===== config.mk =====
export PLATFORM = sky130hd
export DESIGN_NAME = morph_edge_enhance_pipe
export DESIGN_NICKNAME = d
export VERILOG_FILES = /design/src/rtl/morph_pkg.sv /design/src/rtl/morph_edge_lane.sv /design/src/rtl/morph_edge_enhance_pipe.sv
export SDC_FILE = /design/constraint.sdc
export NUM_CORES = 1
export LEC_CHECK = 0
export CAP_MARGIN = 20
export CORE_MARGIN = 2
export CORE_UTILIZATION = 30
export CTS_CLUSTER_DIAMETER = 100
export DETAILED_ROUTE_END_ITERATION = 16
export PLACE_DENSITY = 0.51
export RECOVER_POWER = 100
export SLEW_MARGIN = 5
export SYNTH_ARGS = -nofsm -noshare
export SYNTH_HDL_FRONTEND = slang
export SYNTH_SLANG_ARGS = --single-unit
export TNS_END_PERCENT = 50

===== constraint.sdc =====
create_clock -name clk -period 7 [get_ports clk]
set_input_delay 2.1 -clock clk [delete_from_list [all_inputs] [get_ports clk]]
set_output_delay 2.1 -clock clk [all_outputs]
set_load 0.01 [all_outputs]

===== src/rtl/morph_pkg.sv =====
// Shared definitions for the morphological edge-enhance pipeline: mode encoding
// and the clamped-at-zero subtractor used for the dilate/erode residues.
package morph_pkg;

   typedef enum logic [1:0] {
      MODE_ENH  = 2'd0,
      MODE_GRAD = 2'd1,
      MODE_MAX  = 2'd2,
      MODE_BYP  = 2'd3
   } mode_e;

   // Wide enough for the largest supported pixel; callers resize in and out.
   localparam int unsigned ARITH_W = 16;

   function automatic logic [ARITH_W-1:0] sat_sub(input logic [ARITH_W-1:0] a,
                                                 input logic [ARITH_W-1:0] b);
      return (a > b) ? (a - b) : '0;
   endfunction

endpackage


===== src/rtl/morph_edge_lane.sv =====
// Per-lane combinational edge arithmetic between S1 and S2: mode select,
// gain-shifted residue difference and clipping to the pixel range.
module morph_edge_lane
   import morph_pkg::*;
#(
   parameter int unsigned DATA_W = 8
) (
   input  logic [DATA_W-1:0] yd,
   input  logic [DATA_W-1:0] ye,
   input  logic [DATA_W-1:0] pixel,
   input  mode_e             mode,
   input  logic [2:0]        gain_sh,
   output logic [DATA_W-1:0] result,
   output logic              sat
);

   localparam int unsigned SW = DATA_W + 2;

   logic [DATA_W-1:0] emax;
   logic [DATA_W-1:0] emin;
   logic [DATA_W-1:0] diff;
   logic [SW-1:0]     sum;

   always_comb begin
      emax = (yd > ye) ? yd : ye;
      emin = (yd > ye) ? ye : yd;
      diff = emax - emin;
      sum  = '0;
      case (mode)
         MODE_ENH:  sum = SW'(yd) + SW'(ye) + SW'(diff >> gain_sh);
         MODE_GRAD: sum = SW'(yd) + SW'(ye);
         MODE_MAX:  sum = SW'(emax);
         MODE_BYP:  sum = SW'(pixel);
         default:   sum = '0;
      endcase
      sat    = (sum > SW'({DATA_W{1'b1}}));
      result = sat ? '1 : sum[DATA_W-1:0];
   end

endmodule


===== src/rtl/morph_edge_enhance_pipe.sv =====
// Two-stage pipelined morphological edge enhancer with valid/ready flow control
// and per-frame saturation statistics. Define EDGE_THRESH_EN for binary thresholding.
module morph_edge_enhance_pipe
   import morph_pkg::*;
#(
   parameter int unsigned DATA_W = 8,
   parameter int unsigned LANES  = 1,
   parameter int unsigned CNT_W  = 16
) (
   input  logic                     clk,
   input  logic                     rst_n,
   input  logic                     in_valid,
   output logic                     in_ready,
   input  logic                     in_last,
   input  logic [LANES*DATA_W-1:0]  in_pixel,
   input  logic [LANES*DATA_W-1:0]  in_dilate,
   input  logic [LANES*DATA_W-1:0]  in_erode,
   input  logic [1:0]               cfg_mode,
   input  logic [2:0]               cfg_gain_sh,
`ifdef EDGE_THRESH_EN
   input  logic [DATA_W-1:0]        cfg_thresh,
`endif
   output logic                     out_valid,
   input  logic                     out_ready,
   output logic                     out_last,
   output logic [LANES*DATA_W-1:0]  out_edge,
   output logic [CNT_W-1:0]         sat_count,
   output logic                     sat_count_vld
);

   localparam int unsigned SC_W = $clog2(LANES + 1);

   logic                    adv;
   logic                    fire;

   logic                    s1_valid_q;
   logic                    s1_last_q;
   logic [LANES*DATA_W-1:0] s1_yd_q, s1_yd_d;
   logic [LANES*DATA_W-1:0] s1_ye_q, s1_ye_d;
   logic [LANES*DATA_W-1:0] s1_pix_q;
   mode_e                   s1_mode_q;
   logic [2:0]              s1_gain_q;
`ifdef EDGE_THRESH_EN
   logic [DATA_W-1:0]       s1_thresh_q;
`endif

   logic [LANES*DATA_W-1:0] lane_res;
   logic [LANES-1:0]        lane_sat;

   logic                    out_valid_q;
   logic                    out_last_q;
   logic [LANES*DATA_W-1:0] out_edge_q, out_edge_d;
   logic [SC_W-1:0]         nsat_q, nsat_d;

   logic [CNT_W-1:0]        cnt_q, cnt_d;
   logic [CNT_W:0]          cnt_sum;
   logic [CNT_W-1:0]        sat_count_q;
   logic                    sat_count_vld_q;

   // Both stages advance together so S1 bubbles are preserved under stall.
   assign adv       = !out_valid_q || out_ready;
   assign fire      = out_valid_q && out_ready;
   assign in_ready  = adv;

   assign out_valid     = out_valid_q;
   assign out_last      = out_last_q;
   assign out_edge      = out_edge_q;
   assign sat_count     = sat_count_q;
   assign sat_count_vld = sat_count_vld_q;

   always_comb begin
      s1_yd_d = '0;
      s1_ye_d = '0;
      for (int unsigned i = 0; i < LANES; i++) begin
         s1_yd_d[i*DATA_W +: DATA_W] = DATA_W'(sat_sub(ARITH_W'(in_dilate[i*DATA_W +: DATA_W]),
                                                       ARITH_W'(in_pixel[i*DATA_W +: DATA_W])));
         s1_ye_d[i*DATA_W +: DATA_W] = DATA_W'(sat_sub(ARITH_W'(in_pixel[i*DATA_W +: DATA_W]),
                                                       ARITH_W'(in_erode[i*DATA_W +: DATA_W])));
      end
   end

   for (genvar g = 0; g < LANES; g++) begin : g_lane
      morph_edge_lane #(.DATA_W(DATA_W)) u_lane (
         .yd      (s1_yd_q[g*DATA_W +: DATA_W]),
         .ye      (s1_ye_q[g*DATA_W +: DATA_W]),
         .pixel   (s1_pix_q[g*DATA_W +: DATA_W]),
         .mode    (s1_mode_q),
         .gain_sh (s1_gain_q),
         .result  (lane_res[g*DATA_W +: DATA_W]),
         .sat     (lane_sat[g])
      );
   end

   always_comb begin
      out_edge_d = lane_res;
      nsat_d     = '0;
      for (int unsigned i = 0; i < LANES; i++) begin
`ifdef EDGE_THRESH_EN
         if (s1_mode_q != MODE_BYP) begin
            out_edge_d[i*DATA_W +: DATA_W] =
               (lane_res[i*DATA_W +: DATA_W] >= s1_thresh_q) ? '1 : '0;
         end
`endif
         nsat_d = nsat_d + SC_W'(lane_sat[i]);
      end
   end

   always_ff @(posedge clk or negedge rst_n) begin
      if (!rst_n) begin
         s1_valid_q  <= 1'b0;
         s1_last_q   <= 1'b0;
         s1_yd_q     <= '0;
         s1_ye_q     <= '0;
         s1_pix_q    <= '0;
         s1_mode_q   <= MODE_ENH;
         s1_gain_q   <= '0;
`ifdef EDGE_THRESH_EN
         s1_thresh_q <= '0;
`endif
         out_valid_q <= 1'b0;
         out_last_q  <= 1'b0;
         out_edge_q  <= '0;
         nsat_q      <= '0;
      end else if (adv) begin
         s1_valid_q  <= in_valid;
         s1_last_q   <= in_valid && in_last;
         s1_yd_q     <= s1_yd_d;
         s1_ye_q     <= s1_ye_d;
         s1_pix_q    <= in_pixel;
         s1_mode_q   <= mode_e'(cfg_mode);
         s1_gain_q   <= cfg_gain_sh;
`ifdef EDGE_THRESH_EN
         s1_thresh_q <= cfg_thresh;
`endif
         out_valid_q <= s1_valid_q;
         out_last_q  <= s1_valid_q && s1_last_q;
         out_edge_q  <= out_edge_d;
         nsat_q      <= s1_valid_q ? nsat_d : '0;
      end
   end

   // Running total clips at all-ones rather than wrapping.
   always_comb begin
      cnt_sum = (CNT_W+1)'(cnt_q) + (CNT_W+1)'(nsat_q);
      cnt_d   = cnt_sum[CNT_W] ? '1 : cnt_sum[CNT_W-1:0];
   end

   always_ff @(posedge clk or negedge rst_n) begin
      if (!rst_n) begin
         cnt_q           <= '0;
         sat_count_q     <= '0;
         sat_count_vld_q <= 1'b0;
      end else begin
         sat_count_vld_q <= 1'b0;
         if (fire) begin
            if (out_last_q) begin
               sat_count_q     <= cnt_d;
               sat_count_vld_q <= 1'b1;
               cnt_q           <= '0;
            end else begin
               cnt_q <= cnt_d;
            end
         end
      end
   end

endmodule


Word-level counts from Yosys, hierarchy flattened:

Cells that the tools add are included.
Widths: inputs -> output; s select.

* output and inout bits: 28
* word-level logic and storage cells: 46
* input bits: 34
* register bits: 75

* shift operators: 1
* $add $sub $neg: 6
* equal/unequal tests: 3
* reduce and logical (&&, ||, !) cells: 7
* magnitude comparators: 4
* multiplexer cells: 11

Operators with widths (count)
* $mux 8: 5
* $pmux 10 s4: 1
* $mux 16: 2
* $gt 8x8->1: 3
* $sub 8x8->8: 3
* $add 16x1->17: 1
* $add 10x10->10: 1
* $gt 10x8->1 const B: 1
* $shr 8x3->10: 1
* $add 8x8->9: 1
* $eq 2x2->1 const B: 2
* $logic_and 1x1->1: 3
* $mux 1: 3
* $eq 2x1->1 const B: 1
* $logic_not 2->1: 1
* $reduce_and 2->1: 1
* $logic_not 1->1: 1
* $logic_or 1x1->1: 1

Longest topological paths before layout:

* depth in word-level cells: 8
* mapped depth: 28
* mapped depth without buffers: 26

Cells and area by module:

Synthesis repeated with hierarchy kept, for this count alone.

* cells, all modules: 657
* area, all modules: 5627.9 µm²

By module, submodules not included
* morph_edge_enhance_pipe: sequential area each 1876.8 µm², area each 3882.5 µm², cells each 415, instances 1
* morph_edge_lane: sequential area each 0.0 µm², area each 1745.4 µm², cells each 242, instances 1

Worst setup path after synthesis:

No wires, ideal clock.

* path kind: register to register
* from: register s1_ye_q[3]
* to: register out_edge_q[7], in the netlist out_edge[7]
* clock period less this slack: 5.704 ns
* path slack: 1.296 ns
* setup time: 0.121 ns
* path buffers: 2
* cell stages (with the launch flop): 28
* arrival: 5.583 ns
* data required time: 6.879 ns
* path through: dfrtp_1 > inv_1 > ha_1 > buf_4 > and2_1 > o21ai_1 > a21bo_1 > buf_6 > nand4_1 > and2_1 > ha_1 > or3_4 > a221o_1 > a31oi_1 > xor2_1 > a211oi_1 > a31o_1 > ha_1 > fa_1 > a21o_1 > a21oi_1 > o21bai_1 > a21oi_1 > nor2b_1 > o21a_1 > o311ai_1 > nand2_1 > o22a_1

* cells in the longest elaborated chain, start to end: 8
* elaborated cells on any way between the ends: 10
* those cells by class: add/sub (3); order compare (2); shift (1); mux (4)

RTL lines
* start, declared: RTL line morph_edge_enhance_pipe.sv:39 `logic [LANES*DATA_W-1:0] s1_ye_q, s1_ye_d;`
* start signal, assigned: RTL line morph_edge_enhance_pipe.sv:128 `s1_ye_q <= s1_ye_d;`
* $gt 8x8->1: RTL line morph_edge_lane.sv:25, morph_edge_lane.sv:26
* $mux 8 (on tied branches): RTL line morph_edge_lane.sv:25, morph_edge_lane.sv:26
* $sub 8x8->8: RTL line morph_edge_lane.sv:27 `diff = emax - emin;`
* $shr 8x3->10: RTL line morph_edge_lane.sv:30 `MODE_ENH: sum = SW'(yd) + SW'(ye) + SW'(diff >> gain_sh);`
* $add 10x10->10: RTL line morph_edge_lane.sv:30
* $pmux 10 s4 *: RTL line morph_edge_lane.sv:29 `case (mode)`
* $gt 10x8->1: RTL line morph_edge_lane.sv:36 `sat = (sum > SW'({DATA_W{1'b1}}));`
* $mux 8 *: RTL line morph_edge_lane.sv:37 `result = sat ? '1 : sum[DATA_W-1:0];`
* end signal, assigned: RTL line morph_edge_enhance_pipe.sv:137 `out_edge_q <= out_edge_d;`
* end, declared: RTL line morph_edge_enhance_pipe.sv:52 `logic [LANES*DATA_W-1:0] out_edge_q, out_edge_d;`

Every way passes the cells marked *; elsewhere a longest branch is shown, timed or not.
A chain may end at the register's enable or synchronous reset.

Worst setup path after layout:

Same ends and word-level chain as after synthesis.

==> flow_summary.yaml <==
sta:
  fmax_ghz: 0.159
  timing_max_transition_violations_final: 143
  finalCriticalPeriod_ps: 6280
  final_number_of_hold_violating_endpoints: 0
  worst_pin_slew_ps: 3980
  finalCritPeriodShare_pct: 89.7
  max-slew-margin-rel_pct: -166
  tns_ps: 0
  final-setup-viol-count: 0
  rsz0062_at_grt: "false"
  setup_ws_ps: 724
  clock-skew-final_ps: 4.31
final_layout:
  area_grow_syn2layout_pct: 20.2
  stdcell_area_um2: 6560
  diodes: 0
  layout_commonest_cell: "sky130_fd_sc_hd__dfrtp_1"
  layout_common_cells: "sky130_fd_sc_hd__dfrtp_1 (75), sky130_fd_sc_hd__nand2_1 (57), sky130_fd_sc_hd__a21oi_1 (48)"
  total_number_of_nets_in_the_final_design: 740
  drive_above_1_share_pct: 6.50
pwr:
  power_leakage_uw: 0.00296
  peakVddDrop_v: 0.000143
  power.density_cell_area_nw_per_um2: 342
placement:
  weighted_congestion_at_the_end_of_routability_driven_global_placement: 0.852
  placedInstanceArea_um2: 6230
  place_hpwl_um: 11200
  pre_cts_setup_slack_ps: 859
  port_buffers: 61
worst_setup_path:
  critPathKind: "reg -> reg"
  critical_path.endpoint_type: "register"
  worst_path_max_delay_cell: "sky130_fd_sc_hd__ha_1"
  timing.critical_path.fanout_max: 11
  critical_path_required_ps: 7230
  r2r-start: "s1_ye_q[3]"
  setup.reg_to_reg.worst_slack_ps: 720
  regToRegEndpoint: "out_edge[7]"
  critical_path.n_buffers_inverters: 2
  crit_path_end: "out_edge[7]"
  rr_worst_depth: 26
  delay_contributed_by_the_slowest_stage_of_the_critical_path_ps: 520
  path_length_in_cells_of_the_critical_path: 26
  setup.worst_path.start: "s1_ye_q[3]"
  critical-path-top-cell-by-count: "sky130_fd_sc_hd__ha_1"
  start_kind: "register"
  cp_top_family: "compound AO/OA/AOI/OAI gates"
  worst_ep_arrival_time_ps: 6510
synthesis:
  synth-seq-area-share_pct: 34.4
  async_flop_share_pct: 100
  netlist_area_pre_place_um2: 5460
  postSynthNetCount: 695
  synth-main-ff-cell: "sky130_fd_sc_hd__dfrtp_1"
  synthCells: 613
  synth_seq_cells: 75
  netlist-cell-type-count: 65
  syn-mean-instance-area_um2: 8.90
  synth_warnings: 0
  synth-edff-count: 0
cts:
  gates_resized_cts_repair: 0
  cts_root_buf: "sky130_fd_sc_hd__clkbuf_16"
  tritoncts_num_sinks: 75
  inserted_clock_buffers: 9
  clk_pin_slew_worst_paths_ps: 60
  postCtsSetupRepairBufs: 0
  clock_latency_ps: 340
  htreeDepth: 3
  tritoncts: "done"
  cts-root-to-sink-buffers: 2
  number_of_hold_buffers_added_after_cts: 0
grt:
  grt_overflow_total: 0
  wire_length_of_the_first_global_routing_pass_um: 24100
  grt_pass1_vias: 4458
  grt_max_degree: 76
  antenna_violations_before_repair: 0
  grt_usage_pct: 15.5
floorplanning:
  starting_density_pct: 30.5
  floorplan.die.height_um: 139
  dieWidth_um: 139
  io-pin-count: 62
  num_rows: 49
  core-area_um2: 17900
  dieArea_um2: 19300
route:
  detail_route.wl_per_cell_um: 16.2
  detailed_route_wl_um: 14500
  detail_route.vias_per_cell: 5.11
  postRouteAntennaNets: 0
  detail_route.iter0.violations: 359
  drtPass1Iterations: 5
  route.detailed.drc: 0
  routed-via-count: 4552
outcome:
  status: "finished with violations"
  violated_checks: "max-capacitance violations, max-slew violations"
run:
  max_cap_violations: 3
worst_hold_path:
  hold_path.class: "reg -> reg"
[state kept, by name (all words and copies together) (netlist names)]
register	count
cnt_q	16
nsat_q	1
out_edge	8
out_last	1
out_valid	1
s1_gain_q	3
s1_last_q	1
s1_mode_q	2
s1_pix_q	8
s1_valid_q	1
s1_yd_q	8
s1_ye_q	8
sat_count	16
sat_count_vld	1
[Yosys cell counts, types with 3 or more instances]
library cell | count | area [um^2]
sky130_fd_sc_hd__mux4_2 | 8 | 180
sky130_fd_sc_hd__nand2b_1 | 5 | 31.3
sky130_fd_sc_hd__mux2_2 | 4 | 45.0
sky130_fd_sc_hd__mux2i_1 | 4 | 40.0
sky130_fd_sc_hd__inv_1 | 47 | 176
sky130_fd_sc_hd__xnor2_1 | 25 | 219
sky130_fd_sc_hd__nand4_1 | 9 | 56.3
sky130_fd_sc_hd__o21bai_1 | 3 | 22.5
sky130_fd_sc_hd__o21ai_0 | 38 | 190
sky130_fd_sc_hd__fa_1 | 4 | 80.1
sky130_fd_sc_hd__nor2b_1 | 8 | 50.1
sky130_fd_sc_hd__o21ba_2 | 3 | 30.0
sky130_fd_sc_hd__a21o_1 | 21 | 158
sky130_fd_sc_hd__and2_1 | 4 | 25.0
sky130_fd_sc_hd__buf_4 | 4 | 30.0
sky130_fd_sc_hd__a21oi_1 | 48 | 240
sky130_fd_sc_hd__ha_1 | 44 | 551
sky130_fd_sc_hd__nor2_1 | 46 | 173
sky130_fd_sc_hd__o22a_1 | 7 | 61.3
sky130_fd_sc_hd__o22ai_1 | 9 | 56.3
sky130_fd_sc_hd__nand3_1 | 11 | 55.1
sky130_fd_sc_hd__nand2_1 | 57 | 214
sky130_fd_sc_hd__xor2_1 | 18 | 158
sky130_fd_sc_hd__and3_1 | 5 | 31.3
sky130_fd_sc_hd__o21a_1 | 4 | 30.0
sky130_fd_sc_hd__nor3_1 | 6 | 30.0
sky130_fd_sc_hd__clkbuf_1 | 21 | 78.8
sky130_fd_sc_hd__and4_1 | 3 | 26.3
sky130_fd_sc_hd__o21ai_1 | 3 | 15.0
sky130_fd_sc_hd__a31o_2 | 7 | 61.3
sky130_fd_sc_hd__a31oi_1 | 21 | 131
sky130_fd_sc_hd__dfrtp_1 | 75 | 1880
[worst min path at each step]
stage          slack, ps           end         start  depth (start not counted)
5_1_grt              510  sat_count[1]  sat_count[1]                          2
6_report             490  sat_count[0]  sat_count[0]                          2
3_5_place_dp         480      cnt_q[0]      cnt_q[0]                          2
3_3_place_gp         460     s1_last_q     s1_last_q                          2
2_1_floorplan        440     s1_last_q     s1_last_q                          2
4_1_cts              490      cnt_q[0]      cnt_q[0]                          2
[power by group]
group          internal (uW)  total, uW  switching, uW
Sequential               529        608           78.7
Clock                    357        537            180
Combinational            510       1100            591
Total                   1400       2250            850
[routing by layer]
layer	up-vias	global-route usage, %	wire [um]
met1	2150	23.3	7380
met4	0	5.95	263
met3	18	2.04	507
li1	2267	-	-
met2	117	22.7	6320
met5	-	0	0
[worst min-delay path, cell delays in order, from the launching register on]
cell and delay [ps]:
sky130_fd_sc_hd__dfrtp_1 340, sky130_fd_sc_hd__nand2_1 50, sky130_fd_sc_hd__o21ai_0 60
[cell type report]
type	count	area [um^2]
timing repair buffer	64	619
clock buffer	11	243
inverter	49	184
fill	1812	11300
multi-input combinational	459	3250
clock inverter	4	98.8
sequential	75	1880
tap	229	287
[through the flow]
stage               total power [uW]  hold slack, ps  cells  utilization (%)
floorplan                       1380             438    613                -
global placement                1750             464    876             34.8
detailed placement              1750             480    876             34.8
CTS                             2300             493    891             36.7
global route                    2420             509    891             36.6
finish                          2250             485    891             36.6
[cells by family after synthesis]
family,Yosys count,synth area share [%]
adder cells (fa/ha/maj),48,11.6
AND/OR/NAND/NOR,165,14.3
multiplexers,17,5.07
buffers and inverters,79,6.01
AO/OA/AOI/OAI,186,21.8
flip-flops,75,34.4
XOR/XNOR,43,6.90
Power figures use the tool's default switching activity.
